<file path="src/rtl/async_fifo_single_clk.sv">
// Single-clock FIFO with the async_fifo port set, first-word-fall-through read data and registered flags.
// Optional sticky overflow/underflow outputs werr/rerr are enabled by defining ASYNC_FIFO_ERR_FLAGS_EN.
module async_fifo_single_clk #(
    parameter int DSIZE = 32,
    parameter int ASIZE = 4
) (
    input  logic             wclk,
    input  logic             wrst_n,
    input  logic             winc,
    input  logic [DSIZE-1:0] wdata,
    output logic             wfull,
    output logic             awfull,
    input  logic             rinc,
    output logic [DSIZE-1:0] rdata,
    output logic             rempty,
    output logic             arempty
`ifdef ASYNC_FIFO_ERR_FLAGS_EN
    ,
    output logic             werr,
    output logic             rerr
`endif
);

    localparam int DEPTH = 1 << ASIZE;
    localparam logic [ASIZE:0] PTR_ONE   = (ASIZE+1)'(1);
    localparam logic [ASIZE:0] CNT_EMPTY = '0;
    localparam logic [ASIZE:0] CNT_ONE   = (ASIZE+1)'(1);
    localparam logic [ASIZE:0] CNT_FULL  = (ASIZE+1)'(DEPTH);
    localparam logic [ASIZE:0] CNT_AFULL = (ASIZE+1)'(DEPTH - 1);

    logic [DSIZE-1:0] mem [DEPTH];
    logic [ASIZE:0]   wptr;
    logic [ASIZE:0]   rptr;
    logic [ASIZE:0]   wptr_next;
    logic [ASIZE:0]   rptr_next;
    logic [ASIZE:0]   count_next;
    logic             w_acc;
    logic             r_acc;

    assign w_acc = winc && !wfull;
    assign r_acc = rinc && !rempty;

    always_comb begin
        wptr_next  = w_acc ? (wptr + PTR_ONE) : wptr;
        rptr_next  = r_acc ? (rptr + PTR_ONE) : rptr;
        count_next = wptr_next - rptr_next;
    end

    // RAM is intentionally left out of reset; rdata is don't-care while empty.
    always_ff @(posedge wclk) begin
        if (w_acc) begin
            mem[wptr[ASIZE-1:0]] <= wdata;
        end
    end

    assign rdata = mem[rptr[ASIZE-1:0]];

    // Flags come from next-state pointers so they track this edge's accepted ops.
    always_ff @(posedge wclk or negedge wrst_n) begin
        if (!wrst_n) begin
            wptr    <= '0;
            rptr    <= '0;
            rempty  <= 1'b1;
            wfull   <= 1'b0;
            awfull  <= 1'b0;
            arempty <= 1'b0;
        end else begin
            wptr    <= wptr_next;
            rptr    <= rptr_next;
            rempty  <= (count_next == CNT_EMPTY);
            wfull   <= (count_next == CNT_FULL);
            awfull  <= (count_next == CNT_AFULL);
            arempty <= (count_next == CNT_ONE);
        end
    end

`ifdef ASYNC_FIFO_ERR_FLAGS_EN
    always_ff @(posedge wclk or negedge wrst_n) begin
        if (!wrst_n) begin
            werr <= 1'b0;
            rerr <= 1'b0;
        end else begin
            if (winc && wfull) begin
                werr <= 1'b1;
            end
            if (rinc && rempty) begin
                rerr <= 1'b1;
            end
        end
    end
`endif

endmodule

</file>
<file path="config.mk">
export PLATFORM = sky130hd
export DESIGN_NAME = async_fifo_single_clk
export DESIGN_NICKNAME = d
export VERILOG_FILES = /design/src/rtl/async_fifo_single_clk.sv
export SDC_FILE = /design/constraint.sdc
export NUM_CORES = 1
export LEC_CHECK = 0
export CAP_MARGIN = 10
export CORE_MARGIN = 2
export CORE_UTILIZATION = 51
export DETAILED_ROUTE_END_ITERATION = 6
export PLACE_DENSITY_LB_ADDON = 0.2
export SYNTH_ARGS = -nofsm -noshare
export SYNTH_HDL_FRONTEND = slang
export SYNTH_SLANG_ARGS = --single-unit
</file>
<file path="constraint.sdc">
create_clock -name wclk -period 8.9 [get_ports wclk]
set_input_delay 0.89 -clock wclk [delete_from_list [all_inputs] [get_ports wclk]]
set_output_delay 0.89 -clock wclk [all_outputs]
set_load 0.01 [all_outputs]
</file>
# == Word level (Yosys, flattened, before mapping) ==
# Memory sizes are Yosys's and may differ from the RTL's.
# Cells that the tools add are included.
# Widths: inputs -> output; s select.
# op_classes
mux,4
add_sub_neg,3
eq_ne,3
reduce_logical,5
# ops
op,n
$add 5x1->5 const B,2
$mux 5,2
$eq 5x1->1 const B,1
$eq 5x4->1 const B,1
$eq 5x5->1 const B,1
$logic_not 5->1,1
$sub 5x5->5,1
$logic_and 1x1->1,2
$logic_not 1->1,2
$mux 1,2
# totals
output_inout_bits,36
ram_bits,512
mem_count,1
input_bits,36
elab_cells,22
register_bits,14
# memory_table
memory,depth,word_bits,rd,rd_clocked_by_memory_dff,write_ports,line,source
mem,16,32,1,0,1,31,logic [DSIZE-1:0] mem [DEPTH];

# == Depth between registers and ports, before layout ==
# Gate-level depths: netlist of the first run.
# logic_depth
depth_word,5
ltp_mapped,12
ltp_nobuf,9

# == Least setup slack after synthesis of the first run ==
# No wires, ideal clock.
# synth_path
kind,in2reg
startpoint,in winc
endpoint,"mem mem[4][0], enable pin"
cell_stages,4
path_slack_ps,4644
arrival_time_ps,3788
setup_time_ps,468
path_buffers,1
t_required_ps,8432
path_cell_list,nor2b_1 clkbuf_1 nand2_1 nor3b_1
# synth_via
elab_chain_cells,3
# synth_rtl
item,line,source
"start, declared",9,"input logic winc,"
$logic_and 1x1->1,40,assign w_acc = winc && !wfull;
$mux 1,51,if (w_acc) begin
$mux 1 (not written as such),52,mem[wptr[ASIZE-1:0]] <= wdata;
"end, declared",31,
# No other way between the ends.

# == Final worst setup path of the first run ==
# layout_path
startpoint,reg rptr[2]
endpoint,out rdata[1]
# layout_via
elab_chain_cells,1
# layout_rtl
item,line,source
"start, declared",33,logic [ASIZE:0] rptr;
"start signal, assigned",69,rptr <= rptr_next;
$mem_v2 16x32,--,
"end, declared",14,"output logic [DSIZE-1:0] rdata,"
# No other way between the ends.

==> results by group, run 1 <==
Status
  • Status: finished, final reports clean

Clocking
  • Clk Latency, worst-skew pair: 600 ps
  • H-tree Lvls: 2
  • CTS Sinks: 526
  • CTS tree: yes
  • Post-CTS Hold Fix Bufs: 0
  • Post-CTS setup buffer count: 0
  • Root buffer cell: clkbuf_16
  • Worst-path clk slew: 60 ps
  • CTS buffer count: 52
  • Max Buffers Root-to-Sink: 3
  • PostCTS Resize Cnt: 0

Power and ir drop
  • Overall power: 0.00747 W
  • Comb power frac: 0.294
  • Clk pwr share: 0.276
  • Reg power frac: 0.430
  • Sw Pwr: 0.00220 W
  • Switching part of the total: 0.294
  • VDD IR-drop max: 0.183 mV
  • Pwr Density: 321 nW/um^2
  • P_leak: 7.39 nW
  • Int Power: 0.00527 W

STA
  • Final period util: 0.535
  • Pins Over Slew Limit: 0
  • Final setup vio count: 0
  • Setup TNS: 0 ps
  • Max transition margin: 0.260
  • Tightest Pin Transition: 1110 ps
  • Final Skew: 13.5 ps
  • Final min period: 4760 ps
  • Hold Vio Cnt, Final: 0
  • Fmax achieved: 0.210 GHz
  • RSZ-0062 raised after global routing: no

Layout
  • Final core occ: 0.588
  • Post-route cell area: 23200 um^2
  • Fill cells: 2810
  • Final layout net count: 1043
  • Share of post-route cells with drive strength above 1: 0.230
  • Ant diodes: 0
  • Sequential cell area: 15700 um^2
  • Leading cell type in the layout, fill and taps excluded: edfxtp_1
  • Most frequent cells in the layout: edfxtp_1, mux4_2, clkdlybuf4s50_1, clkbuf_16, a21oi_1
  • Post-Layout Cell Count: 1566
  • Multi-input gate area: 4360 um^2
  • Area Overhead vs Synth: 14.4%

Global route
  • Initial antenna violation count: 1
  • First-pass GRT wire length: 60.5 mm
  • Total grt overflow: 0
  • Vias in the first global route: 9756
  • GRT busiest layer: met2
  • Met3 usage: 0.0331
  • GR Util met2: 0.334
  • Met1 GRT Util: 0.276
  • Pin count of the biggest net entering global routing: 107
  • All-Layer GR Usage: 0.200

Job
  • Total of max-cap violations: 0

Placement
  • Post-DP HPWL: 19.6 mm
  • RePlAce Congestion: 0.676
  • Inst Count DP: 1468
  • IO Port Bufs: 71
  • Cell area after placement: 21600 um^2

Floorplanning
  • Die W: 204 um
  • Die area: 41400 um^2
  • Placeable Area: 39500 um^2
  • I/O Pins: 72
  • Initial core utilization: 0.514
  • Die Y: 204 um
  • Rows: 73

Worst setup path
  • Setup CP Type: reg2out
  • CP required: 8010 ps
  • Crit end category: output port
  • CP arrival: 3870 ps
  • Largest delay contributor family on the critical path: buffers and inverters
  • CP max FO: 66
  • WP buf/inv: 2
  • CP Launch Type: flip-flop
  • CP max stage cell: dfrtp_4
  • Critical path's largest stage delay: 1030 ps
  • Crit-path cells: buf_4 > mux4_2 > mux2i_1 > a21oi_1 > clkdlybuf4s50_1

Worst hold path
  • HP Class: reg2reg

Route
  • Routed wire per std cell: 25.5 um
  • Residual DRC: 0
  • Post-route ant nets: 0
  • Detailed router's first-iteration violation count: 732
  • DR vias/cell: 5.86
  • Vias: 9169
  • DR pass1 iterations: 4
  • Post-Route WL: 40.0 mm

Yosys
  • Ys flop type: edfxtp_1
  • Post-synth EDFFs: 512
  • Post-Syn Area: 20300 um^2
  • Post-Syn Instances: 904
  • Synthesized area per cell: 22.5 um^2
  • Synth Net Count: 950
  • Ys async rst share: 0.0266
  • Register area share after synthesis: 0.774
  • FF+latch count, synth: 526
  • YS warnings: 0
  • Post-synth cell types: 38
-- power by group through the flow --
stage	combinational [W]	sequential [W]	clock [W]
3_3_place_gp	0.00222	0.00326	0
4_1_cts	0.00224	0.00322	0.00210
3_5_place_dp	0.00223	0.00327	0
2_1_floorplan	0.00165	0.00307	0
6_report	0.00219	0.00321	0.00206
5_1_grt	0.00239	0.00324	0.00220
-- worst paths after layout --
kind,start,endpoint,slack (ps),cells after the start
max,rptr[2]$_DFF_PN0_,rdata[1],4140,5
min reg2reg,wptr[4]$_DFF_PN0_,wptr[4]$_DFF_PN0_,500,1
max in group asynchronous,wrst_n,rptr[0]$_DFF_PN0_,7670,1
min,wptr[4]$_DFF_PN0_,wptr[4]$_DFF_PN0_,500,1
min in group asynchronous,wrst_n,wptr[0]$_DFF_PN0_,720,1
max reg2reg,rptr[0]$_DFF_PN0_,wfull$_DFF_PN0_,5460,9
-- synth_stat cells (all sizes together) (2+ instances only) --
cell	n	area, um^2
nand2	7	26.3
and2	10	65.1
mux2i	32	320
buf	19	110
clkbuf	31	116
a21oi	34	170
and3	3	18.8
a211oi	32	240
nor3b	2	15.0
inv	7	26.3
ha	9	113
edfxtp	512	15400
nor3	3	15.0
mux4	128	2880
xnor2	6	52.6
dfrtp	13	325
nand4	3	18.8
nor4b	2	23.8
nor2b	33	206
xor2	4	42.6
-- metrics by stage --
step,hold WS [ps],setup slack [ps]
finish,496,4140
global route,520,3880
CTS,500,4030
detailed placement,485,4670
global placement,483,4680
floorplan,468,4640
-- layer usage --
metal | vias to the layer above | part of all wire
met3 | 59 | 0.050
met2 | 231 | 0.50
met1 | 4900 | 0.43
met4 | 2 | 0.020
li1 | 3977 | -
met5 | - | 0.00033
-- area by class of cell --
type                    instances  area share
flip-flops and latches        526       0.677
clock buffers                  66      0.0592
clock inverters                32     0.00974
well taps                     525      0.0283
multi-input cells             321       0.188
repair buffers                 89      0.0369
inverters                       7     0.00113
-- state kept, by name, indices dropped and copies added (netlist names), named ones only --
name     flops
awfull       1
wptr         5
rempty       1
wfull        1
rptr         4
arempty      1
mem        512
-- kinds of logic (layout without fill, tap and decap cells) --
group                    count (synthesis)  count (layout)  share of synthesized area
XOR/XNOR                                11              11                    0.00579
buffers and inverters                   57             194                     0.0124
adder cells (fa/ha/maj)                 10              10                    0.00653
AND/OR/NAND/NOR                         71              71                     0.0218
AO/OA/AOI/OAI                           68              68                     0.0208
multiplexers                           161             161                      0.158
flip-flops                             526             526                      0.774
No activity file was read; power rests on OpenSTA's default activity.
==> run 2, diff against run 1 <==
==> constraint.sdc (replaced) <==
create_clock -name wclk -period 4.5 [get_ports wclk]
set_input_delay 0.45 -clock wclk [delete_from_list [all_inputs] [get_ports wclk]]
set_output_delay 0.45 -clock wclk [all_outputs]
set_load 0.01 [all_outputs]
==> run 2 against run 1 <==
Compared with the run above: flip-flop and latch count is the same; cell area is 0.78% higher; count of clock-buffer cells in the layout up 3; clock power up 110%; sequential power up 93%; register-to-register slack got worse by 3800 ps; critical path type unchanged; largest cell class unchanged; highest routed layer is now met4.
==> results by group, run 2 (synthesis results as in run 1) <==
Floorplanning
  • Die W: 204 um (unchanged)
  • Initial core utilization: 0.514 (unchanged)
  • Die area: 41400 um^2 (unchanged)
  • Rows: 73 (unchanged)
  • Placeable Area: 39500 um^2 (unchanged)
  • Die Y: 204 um (unchanged)
  • I/O Pins: 72 (unchanged)

Worst setup path
  • CP arrival: 3240 ps (-630 ps)
  • CP Launch Type: flip-flop
  • Reg2reg setup slack: 1630 ps (-3830 ps)
  • Worst setup path endpoint: rdata[7]
  • Setup CP Type: reg2out
  • FF-to-FF End: awfull$_DFF_PN0_
  • CP startpoint: rptr[0]$_DFF_PN0_
  • CP required: 4050 ps (-3960 ps)
  • RR Startpoint: rptr[0]$_DFF_PN0_
  • CP max FO: 35 (-47%)
  • R2R depth: 9 (unchanged)
  • Crit end category: output port

Global route
  • First-pass GRT wire length: 62.2 mm (+2.8%)
  • Pin count of the biggest net entering global routing: 60 (-44%)
  • Total grt overflow: 0 (unchanged)
  • Initial antenna violation count: 0 (-1)
  • All-Layer GR Usage: 0.207 (+0.00677)
  • Vias in the first global route: 9909 (+1.6%)

Layout
  • Max FFs per register: 512 (unchanged)
  • Post-Layout Cell Count: 1573 (+0.45%)
  • Area Overhead vs Synth: 15.3%
  • Share of post-route cells with drive strength above 1: 0.239 (+0.00919)
  • Leading cell type in the layout, fill and taps excluded: edfxtp_1
  • Final layout net count: 1054 (+1.1%)
  • Most frequent cells in the layout: edfxtp_1, mux4_2, clkdlybuf4s50_1, clkbuf_16, a21oi_1

Job
  • Total of max-cap violations: 0 (unchanged)

Status
  • Status: finished, final reports clean

Route
  • Post-Route WL: 40.9 mm (+2.3%)
  • Vias: 9221 (+0.57%)
  • Detailed router's first-iteration violation count: 749 (+2.3%)
  • Residual DRC: 0 (unchanged)
  • Routed wire per std cell: 26.0 um (+1.8%)
  • DR pass1 iterations: 5 (+1)
  • DR vias/cell: 5.86 (+0.12%)
  • Post-route ant nets: 0 (unchanged)

STA
  • Final min period: 3690 ps
  • Max transition margin: 0.367 (+0.108)
  • Fmax achieved: 0.271 GHz
  • RSZ-0062 raised after global routing: no
  • Final period util: 0.821
  • Setup TNS: 0 ps (unchanged)
  • Final setup vio count: 0 (unchanged)
  • Final Skew: 15.2 ps (+1.71 ps)
  • Tightest Pin Transition: 949 ps (-162 ps)
  • Hold Vio Cnt, Final: 0 (unchanged)
  • Pins Over Slew Limit: 0 (unchanged)

Clocking
  • H-tree Lvls: 2 (unchanged)
  • CTS tree: yes
  • CTS Sinks: 526 (unchanged)
  • Clk Latency, worst-skew pair: 580 ps (-20 ps)
  • Post-CTS Hold Fix Bufs: 0 (unchanged)
  • PostCTS Resize Cnt: 0 (unchanged)
  • Worst-path clk slew: 60 ps (about the same)
  • CTS buffer count: 52 (unchanged)
  • Post-CTS setup buffer count: 0 (unchanged)
  • Max Buffers Root-to-Sink: 3 (unchanged)
  • Root buffer cell: clkbuf_16

Placement
  • Post-DP HPWL: 20.8 mm (+6.1%)
  • IO Port Bufs: 71 (unchanged)
  • RePlAce Congestion: 0.718 (+6.2%)
  • Inst Count DP: 1479 (+0.75%)

Worst hold path
  • HP Class: in2async

Power and ir drop
  • VDD IR-drop max: 0.424 mV (+130%)
  • Pwr Density: 642 nW/um^2 (+100%)
  • P_leak: 7.48 nW (+1.2%)
run 2: changes by cell type in the layout (fill, tap and decap cells not counted), sizes merged:
cell and delta:
clkinv -12, clkbuf +3, bufinv +4, buf +11, diode +1, inv -1, clkinvlp +1
run 2: metal layers:
| layer | part of all wire | up-vias | global-route usage | routed length (um) |
|---|---|---|---|---|
| met3 | 0.047 | 49 | 0.0332 | 1930 |
| met2 | 0.51 | 190 | 0.348 | 20900 |
| met4 | 0.016 | 0 | 0.0506 | 647 |
| met1 | 0.43 | 4985 | 0.286 | 17500 |
| li1 | - | 3997 | - | - |
| met5 | 0 | - | 0 | 0 |
run 2: layout make-up:
| type | count | area, um^2 |
|---|---|---|
| fillers | 2814 | 16100 |
| flip-flops and latches | 526 | 15700 |
| multi-input cells | 321 | 4360 |
| clock buffers | 69 | 1390 |
| repair buffers | 100 | 978 |
| well taps | 525 | 657 |
| clock inverters | 24 | 273 |
| inverters | 7 | 26.3 |
| diodes | 1 | 2.50 |
run 2: critical path, stage by stage (launching register included):
cell	delay [ps]
dfrtp_4	450
buf_4	570
mux4_2	580
nor2b_1	140
a211oi_1	230
a21oi_1	110
clkdlybuf4s50_1	540
run 2: worst min-delay path by stage:
stage,from,endpoint,slack [ps],cells after the start
global placement,wptr[4]$_DFF_PN0_,wptr[4]$_DFF_PN0_,490,1
floorplan,wrst_n,async pin,150,0
detailed placement,wptr[4]$_DFF_PN0_,wptr[4]$_DFF_PN0_,480,1
CTS,wrst_n,awfull$_DFF_PN0_,270,1
finish,wrst_n,awfull$_DFF_PN0_,270,1
global route,wrst_n,awfull$_DFF_PN0_,320,1
run 2: per-stage QoR:
step	cell area, um^2	setup slack [ps]	total power [W]	utilization	hold WS (ps)
detailed placement	21800	1350	0.0110	0.550	484
finish	23400	806	0.0150	0.592	268
floorplan	20300	684	0.00933	-	154
global placement	21800	1370	0.0109	0.550	486
global route	23400	600	0.0158	0.592	321
CTS	23400	720	0.0152	0.592	271
run 2: power breakdown:
part           switching [W]  leakage [nW]  internal, W  total [W]
Clock                0.00174         0.802      0.00250    0.00424
Combinational        0.00229          1.88      0.00230    0.00460
Sequential          0.000301          4.79      0.00590    0.00620
Total                0.00433          7.48       0.0107     0.0150
